--- src/rtl/pll_rst_sequencer.sv ---
// PLL reset/lock supervisor and ordered downstream reset release for the DSP TX chain.
// Runs on the free-running reference clock; pll_lock is resynchronised before use.
module pll_rst_sequencer #(
  parameter int NSTAGES        = 3,
  parameter int PLL_RST_CYCLES = 16,
  parameter int LOCK_TIMEOUT   = 4096,
  parameter int SETTLE         = 256,
  parameter int STAGE_GAP      = 16,
  parameter int RETRY_W        = 4
) (
  input  logic               clk,
  input  logic               rst,
  input  logic               pll_lock,
  output logic               pll_resetb,
  output logic [NSTAGES-1:0] stage_rst,
  output logic               ready,
  output logic               lock_lost,
  output logic [RETRY_W-1:0] retry_cnt,
  output logic               fail
);

  localparam int MAX_A = (PLL_RST_CYCLES > LOCK_TIMEOUT) ? PLL_RST_CYCLES : LOCK_TIMEOUT;
  localparam int MAX_B = (SETTLE > STAGE_GAP) ? SETTLE : STAGE_GAP;
  localparam int MAX_C = (MAX_A > MAX_B) ? MAX_A : MAX_B;
  localparam int CNT_W = $clog2(MAX_C) + 1;
  localparam int IDX_W = (NSTAGES > 1) ? $clog2(NSTAGES) : 1;

  localparam logic [CNT_W-1:0] RST_LAST    = CNT_W'(PLL_RST_CYCLES - 1);
  localparam logic [CNT_W-1:0] TO_LAST     = CNT_W'(LOCK_TIMEOUT - 1);
  localparam logic [CNT_W-1:0] SETTLE_LAST = CNT_W'(SETTLE - 1);
  localparam logic [CNT_W-1:0] GAP_LAST    = CNT_W'(STAGE_GAP - 1);
  localparam logic [IDX_W-1:0] IDX_LAST    = IDX_W'(NSTAGES - 1);

  typedef enum logic [2:0] {
    S_PLL_RST,
    S_WAIT_LOCK,
    S_SETTLE,
    S_RELEASE,
    S_RUN
  } state_t;

  state_t           state;
  logic [CNT_W-1:0] cnt;
  logic [IDX_W-1:0] idx;
  logic             sync_p0;
  logic             lock_s;
  logic             lose;

  function automatic logic [RETRY_W-1:0] sat_inc(input logic [RETRY_W-1:0] v);
    return (v == '1) ? v : v + 1'b1;
  endfunction

  // Lock is only treated as "lost" once the downstream chain has started to come out of reset.
  assign lose = !lock_s && (state == S_RELEASE || state == S_RUN);

  always_ff @(posedge clk) begin
    if (rst) begin
      state      <= S_PLL_RST;
      cnt        <= '0;
      idx        <= '0;
      sync_p0    <= 1'b0;
      lock_s     <= 1'b0;
      pll_resetb <= 1'b0;
      stage_rst  <= '1;
      ready      <= 1'b0;
      lock_lost  <= 1'b0;
      retry_cnt  <= '0;
      fail       <= 1'b0;
    end else begin
      sync_p0   <= pll_lock;
      lock_s    <= sync_p0;
      lock_lost <= 1'b0;
      if (lose) begin
        state      <= S_PLL_RST;
        cnt        <= '0;
        idx        <= '0;
        pll_resetb <= 1'b0;
        stage_rst  <= '1;
        ready      <= 1'b0;
        lock_lost  <= 1'b1;
      end else begin
        case (state)
          S_PLL_RST: begin
            stage_rst <= '1;
            ready     <= 1'b0;
            if (cnt == RST_LAST) begin
              state      <= S_WAIT_LOCK;
              cnt        <= '0;
              pll_resetb <= 1'b1;
            end else begin
              cnt        <= cnt + 1'b1;
              pll_resetb <= 1'b0;
            end
          end
          S_WAIT_LOCK: begin
            if (lock_s) begin
              state <= S_SETTLE;
              cnt   <= '0;
            end else if (cnt == TO_LAST) begin
              state      <= S_PLL_RST;
              cnt        <= '0;
              pll_resetb <= 1'b0;
              retry_cnt  <= sat_inc(retry_cnt);
              if (retry_cnt == '1) fail <= 1'b1;
            end else begin
              cnt <= cnt + 1'b1;
            end
          end
          S_SETTLE: begin
            if (!lock_s) begin
              state      <= S_PLL_RST;
              cnt        <= '0;
              pll_resetb <= 1'b0;
            end else if (cnt == SETTLE_LAST) begin
              state <= S_RELEASE;
              cnt   <= '0;
              idx   <= '0;
            end else begin
              cnt <= cnt + 1'b1;
            end
          end
          S_RELEASE: begin
            if (cnt == GAP_LAST) begin
              stage_rst[idx] <= 1'b0;
              cnt            <= '0;
              if (idx == IDX_LAST) begin
                state <= S_RUN;
                ready <= 1'b1;
              end else begin
                idx <= idx + 1'b1;
              end
            end else begin
              cnt <= cnt + 1'b1;
            end
          end
          S_RUN: begin
            ready      <= 1'b1;
            stage_rst  <= '0;
            pll_resetb <= 1'b1;
          end
          default: begin
            state <= S_PLL_RST;
            cnt   <= '0;
          end
        endcase
      end
    end
  end

endmodule

--- config.mk ---
export PLATFORM = sky130hd
export DESIGN_NAME = pll_rst_sequencer
export DESIGN_NICKNAME = d
export VERILOG_FILES = /design/src/rtl/pll_rst_sequencer.sv
export SDC_FILE = /design/constraint.sdc
export NUM_CORES = 1
export LEC_CHECK = 0
export BUFFER_PORTS_ARGS = -buffer_cell sky130_fd_sc_hd__buf_4
export CAP_MARGIN = 30
export CORE_AREA = 2 2 70 72
export CTS_BUF_LIST = sky130_fd_sc_hd__clkbuf_16
export DETAILED_ROUTE_END_ITERATION = 8
export DIE_AREA = 0 0 72 74
export SLEW_MARGIN = 20
export SYNTH_ARGS = -nofsm -noshare
export SYNTH_HDL_FRONTEND = slang
export SYNTH_SLANG_ARGS = --single-unit
--- constraint.sdc ---
create_clock -name clk -period 2.35 [get_ports clk]
set_clock_uncertainty 0.2 [all_clocks]
set_input_delay 0.235 -clock clk [delete_from_list [all_inputs] [get_ports clk]]
set_output_delay 0.235 -clock clk [all_outputs]
set_load 0.05 [all_outputs]
Word level (Yosys, flattened, before mapping)
Cells that the tools add are included.

Register bits after elaboration: 31. Output and inout bits: 11.

Add/sub/neg operators: 3. $lt $le $gt $ge: 2. Equal/unequal tests: 20. Mux-type cells: 32. Bitwise gates (word level): 6. Reduce and logical (&&, ||, !) cells: 17.

Operators with widths (number): 13-bit 2-to-1 mux (5); 13-bit case mux with 4 select lines (1); 3-bit 2-to-1 mux (8); 3-bit case mux with 5 select lines (1); 5-bit AND reduction (3); 2-bit inequality test (second input constant) (7); 13-bit by 1-bit adder with 13-bit output (second input constant) (1); 13-bit by 12-bit == test with 1-bit output (second input constant) (1); 13-bit by 4-bit == test with 1-bit output (second input constant) (1); 13-bit by 8-bit == test with 1-bit output (second input constant) (1); 3-bit case mux with 3 select lines (1); 1-bit 2-to-1 mux (8); 2-bit 2-to-1 mux (4); 3-bit by 2-bit == test with 1-bit output (second input constant) (2); 3-bit inequality test (second input constant) (2); 6-bit AND reduction (1); 4-bit by 1-bit adder with 4-bit output (second input constant) (1); 4-bit == test (second input constant) (1); 2-bit by 1-bit inequality test with 1-bit output (second input constant) (2); 1-bit NOT (4); 1-bit case mux with 4 select lines (1); 2-bit case mux with 2 select lines (1); 4-bit AND reduction (1); 4-bit nonzero test (1); 19 further kinds (21).

Logic depth before layout (Yosys ltp)
Depth after elaboration: 8. Mapped depth: 8. Mapped depth without buffers: 7.

Worst setup path after synthesis
No wires, ideal clock.

Path kind: reg-to-reg. Start: register cnt[0]. End: register state[1]. Library setup time: 131 ps. Arrival: 2091 ps. Setup slack: -73 ps. Cell stages (with the launch flop): 8. Buffers on the path: 0. Period minus slack after synthesis: 2423 ps. Path through: dfxtp_1 -> ha_1 -> nand3_1 -> or4_4 -> nor2b_1 -> or3_4 -> a311oi_1 -> nor3_1.

Word-level cells in the longest chain between the ends: 3. Elaborated cells on any way between the ends: 8. Classes of those cells: eq/ne: 7; reduce/logical: 1.

Ends and longest elaborated chain: from (decl) (RTL line 43) `logic [CNT_W-1:0] cnt;`; from (signal assigned) (RTL line 91) `cnt <= cnt + 1'b1;`; from (signal assigned) (RTL line 106) `cnt <= cnt + 1'b1;`; from (signal assigned) (RTL line 119) `cnt <= cnt + 1'b1;`; 13-bit by 8-bit == test with 1-bit output, or another cell as far along (RTL line 114) `end else if (cnt == SETTLE_LAST) begin`; 3-bit inequality test (no line), or another cell as far along; 6-bit AND reduction (no line) *; to (signal assigned) (RTL line 111) `state <= S_PLL_RST;`; to (signal assigned) (RTL line 115) `state <= S_RELEASE;`; to (signal assigned) (RTL line 127) `state <= S_RUN;`; to (decl) (RTL line 42) `state_t state;`.

Mark *: on every way between the ends. The rest lies on a longest branch, timed or not. A chain may end at the register's enable or synchronous reset.

Final worst setup path
Start: register cnt[7]. End: register state[1].

The elaborated chain is that of the path after synthesis.

==> run_results.csv <==
group,metric,value,unit
job,drv_cap,0,
floorplanning,io_pins,14,
global_route,grtUsageMet2,0.212,
floorplanning,core-area,4600,sq um
yosys,synthesis.area,1570,sq um
floorplanning,die_w,72,um
final_layout,layout-drive-gt1-share,0.262,
placed_design,dp_hpwl,2.58,mm
clocking,clk_path_buf_depth,2,
route,vias_per_cell,5.03,
timing,setup_tns,0,ns
final_layout,antenna_cells,0,
pwr,swShare,0.250,
global_route,grt_util_met3,0.0420,
critical_path,path_class,"reg2reg",
yosys,yosys.cell_types.count,44,
clocking,cts_root_buffer,"clkbuf_16",
route,drt_iter0_drc,69,
timing,slew_violations,0,
yosys,ys.flop_type,"dfxtp_1",
timing,relSlewSlack,0.645,
route,drtAntennaViolNets,0,
yosys,ys_seq_elements,31,
timing,final-setup-viol-count,0,
critical_path,critPathCaptureType,"flop",
global_route,grtUsageMet1,0.198,
run_status,run_status,"complete, no violations",
pwr,p_per_area,647,nW/um^2
global_route,grt.busiest_layer,"met2",
final_layout,fin_nets,237,
global_route,grt_pass1_wl,5.87,mm
global_route,grt_max_degree,13,
yosys,syn-num-nets,200,
pwr,irDropWorstVdd,342,uV
clocking,h-tree-depth,2,
route,firstDrtPassIters,4,
global_route,grt_pass1_vias,1302,
timing,period_share,0.981,
critical_path,cp-start-kind,"flop",
global_route,grt_usage,0.143,
pwr,static-leakage-power,0.808,nW
floorplanning,rows,25,
timing,hold_viol_final,0,
timing,fmax,0.434,GHz
route,drc,0,
floorplanning,die_h,74,um
final_layout,fin_util,0.447,
timing,period_needed,2.31,ns
final_layout,finish.instance_area,2050,sq um
pwr,comb_power_share,0.127,
placed_design,place_area,1870,sq um
timing,worst_slew_pin_slew,0.531,ns
route,routedWlPerCell,12.6,um
clocking,cts.clk_slew.worst_paths,0.05,ns
clocking,cts_tree,"yes",
floorplanning,start_util,0.341,
clocking,clk_latency,0.27,ns
critical_path,cp.arrival,2.26,ns
critical_path,crit_required,2.30,ns
global_route,antenna_found_initial,0,
clocking,cts.sinks,31,
placed_design,gp_congestion,0.865,
yosys,yosysSeqAreaShare,0.396,
pwr,netSwitchingPower,332,uW
pwr,internal-power,997,uW
pwr,p_seq_frac,0.425,
yosys,syn_area_per_cell,8.17,sq um
placed_design,port_buffers,13,
clocking,numCtsBuffers,5,
timing,rsz0062_at_grt,"true",
route,wl,3.57,mm
yosys,synth_cells,192,
timing,hold_ws,0.0177,ns
pwr,pwr-share-clk,0.448,
critical_path,critPathMaxFanout,5,
yosys,synth_edf_count,0,
final_layout,area_delta_synth_final,31.0,%
yosys,yosysWarnings,0,
yosys,synthArstFlopShare,0,
worst_hold_path,min_path_type,"in2reg",
route,vias,1424,
floorplanning,die-area,5330,sq um
global_route,grt_overflow_total,0,
[layout make-up]
cell class	count	area, sq um
Inverter	5	18.8
Tap cell	54	67.6
Fill cell	461	2540
Sequential cell	31	623
Timing Repair Buffer	37	284
Multi-Input combinational cell	149	927
Clock inverter	2	8.76
Clock buffer	5	125
[worst paths after layout]
check	cells past startpoint	endpoint	from	slack, ns
max	7	state[1]	cnt[7]	0.04
max reg2reg	7	state[1]	cnt[7]	0.04
min	2	lock_s	rst	0.02
min reg2reg	1	lock_s	sync_p0	0.23
[power groups by stage]
| stage | Combinational (mW) | Clock [mW] | Sequential, mW |
|---|---|---|---|
| floorplan | 0.0940 | 0 | 0.591 |
| global placement | 0.158 | 0 | 0.575 |
| global route | 0.185 | 0.629 | 0.568 |
| finish | 0.168 | 0.595 | 0.565 |
| CTS | 0.166 | 0.602 | 0.565 |
| detailed placement | 0.163 | 0 | 0.575 |
[worst max-delay path, cell delays in order, from the launching register on]
cell and delay [ns]:
dfxtp_1 0.31, buf_4 0.14, or3_1 0.37, nor4_4 0.32, nor3_2 0.12, or3_4 0.40, a311oi_2 0.25, nor3_1 0.08
[state kept, by name, indices dropped and copies added (netlist names), 2 cells and up]
register	count
cnt	13
idx	2
stage_rst	3
state	3
retry_cnt	4
[layout by cell type, fill, tap and decap left out, types with 2 or more instances in the layout]
| master | count |
|---|---|
| a21o_1 | 4 |
| nor2b_1 | 5 |
| inv_1 | 5 |
| or3_1 | 3 |
| dfxtp_2 | 2 |
| a21oi_1 | 9 |
| o21ai_0 | 15 |
| nor2_1 | 29 |
| nor3_2 | 2 |
| clkbuf_16 | 5 |
| dfxtp_1 | 29 |
| nand4_1 | 3 |
| nor3_1 | 7 |
| mux2i_1 | 3 |
| and3_1 | 2 |
| or2_2 | 2 |
| a211oi_1 | 2 |
| nand4b_1 | 2 |
| xor2_1 | 2 |
| or4_4 | 2 |
| nand2_1 | 18 |
| xnor2_1 | 3 |
| ha_1 | 4 |
| buf_4 | 35 |
| nand3_1 | 9 |
[timing repair]
| action | CTS | global route |
|---|---|---|
| hold buffers | 1 | 0 |
| setup endpoints to repair | 0 | 8 |
| endpoints found under the hold margin | 1 | 0 |
| buffers inserted | 0 | 2 |
| resized for setup | 0 | 7 |
[layer usage]
| layer | routed length [um] | part of all wire | up-vias |
|---|---|---|---|
| met1 | 1820 | 0.51 | 640 |
| met2 | 1540 | 0.43 | 26 |
| met4 | 57 | 0.016 | 0 |
| met3 | 161 | 0.045 | 5 |
| li1 | - | - | 753 |
| met5 | 0 | 0 | - |
[cell families after synthesis]
kind of cell               Yosys count  share of synthesized area
AOI/OAI and AO/OA                   41                      0.163
buffers and inverters               12                     0.0319
and+or+nand+nor                     94                      0.315
muxes                                4                     0.0263
DFF                                 31                      0.396
xor gates and xnor gates             5                     0.0279
adders and majority gates            5                     0.0399
[Yosys cell counts (3+ instances only)]
| cell | number | area share |
|---|---|---|
| nand3_1 | 10 | 0.032 |
| dfxtp_1 | 31 | 0.40 |
| mux2i_1 | 3 | 0.019 |
| nor2b_1 | 6 | 0.024 |
| nor2_1 | 29 | 0.069 |
| nand4_1 | 3 | 0.012 |
| a21oi_1 | 10 | 0.032 |
| a21o_1 | 4 | 0.019 |
| ha_1 | 5 | 0.040 |
| or3_1 | 3 | 0.012 |
| xnor2_1 | 3 | 0.017 |
| nand2_1 | 18 | 0.043 |
| o21ai_0 | 15 | 0.048 |
| nor3_1 | 8 | 0.026 |
| inv_1 | 5 | 0.012 |
| clkbuf_1 | 5 | 0.012 |
[metrics by stage]
step	setup WS, ns	cells	power, mW
finish	0.0435	283	1.33
global route	-0.0245	283	1.38
CTS	0.00623	281	1.33
detailed placement	0.0138	273	0.739
global placement	0.0539	273	0.734
floorplan	0.0133	192	0.685
(Power assumes the default switching activity.)
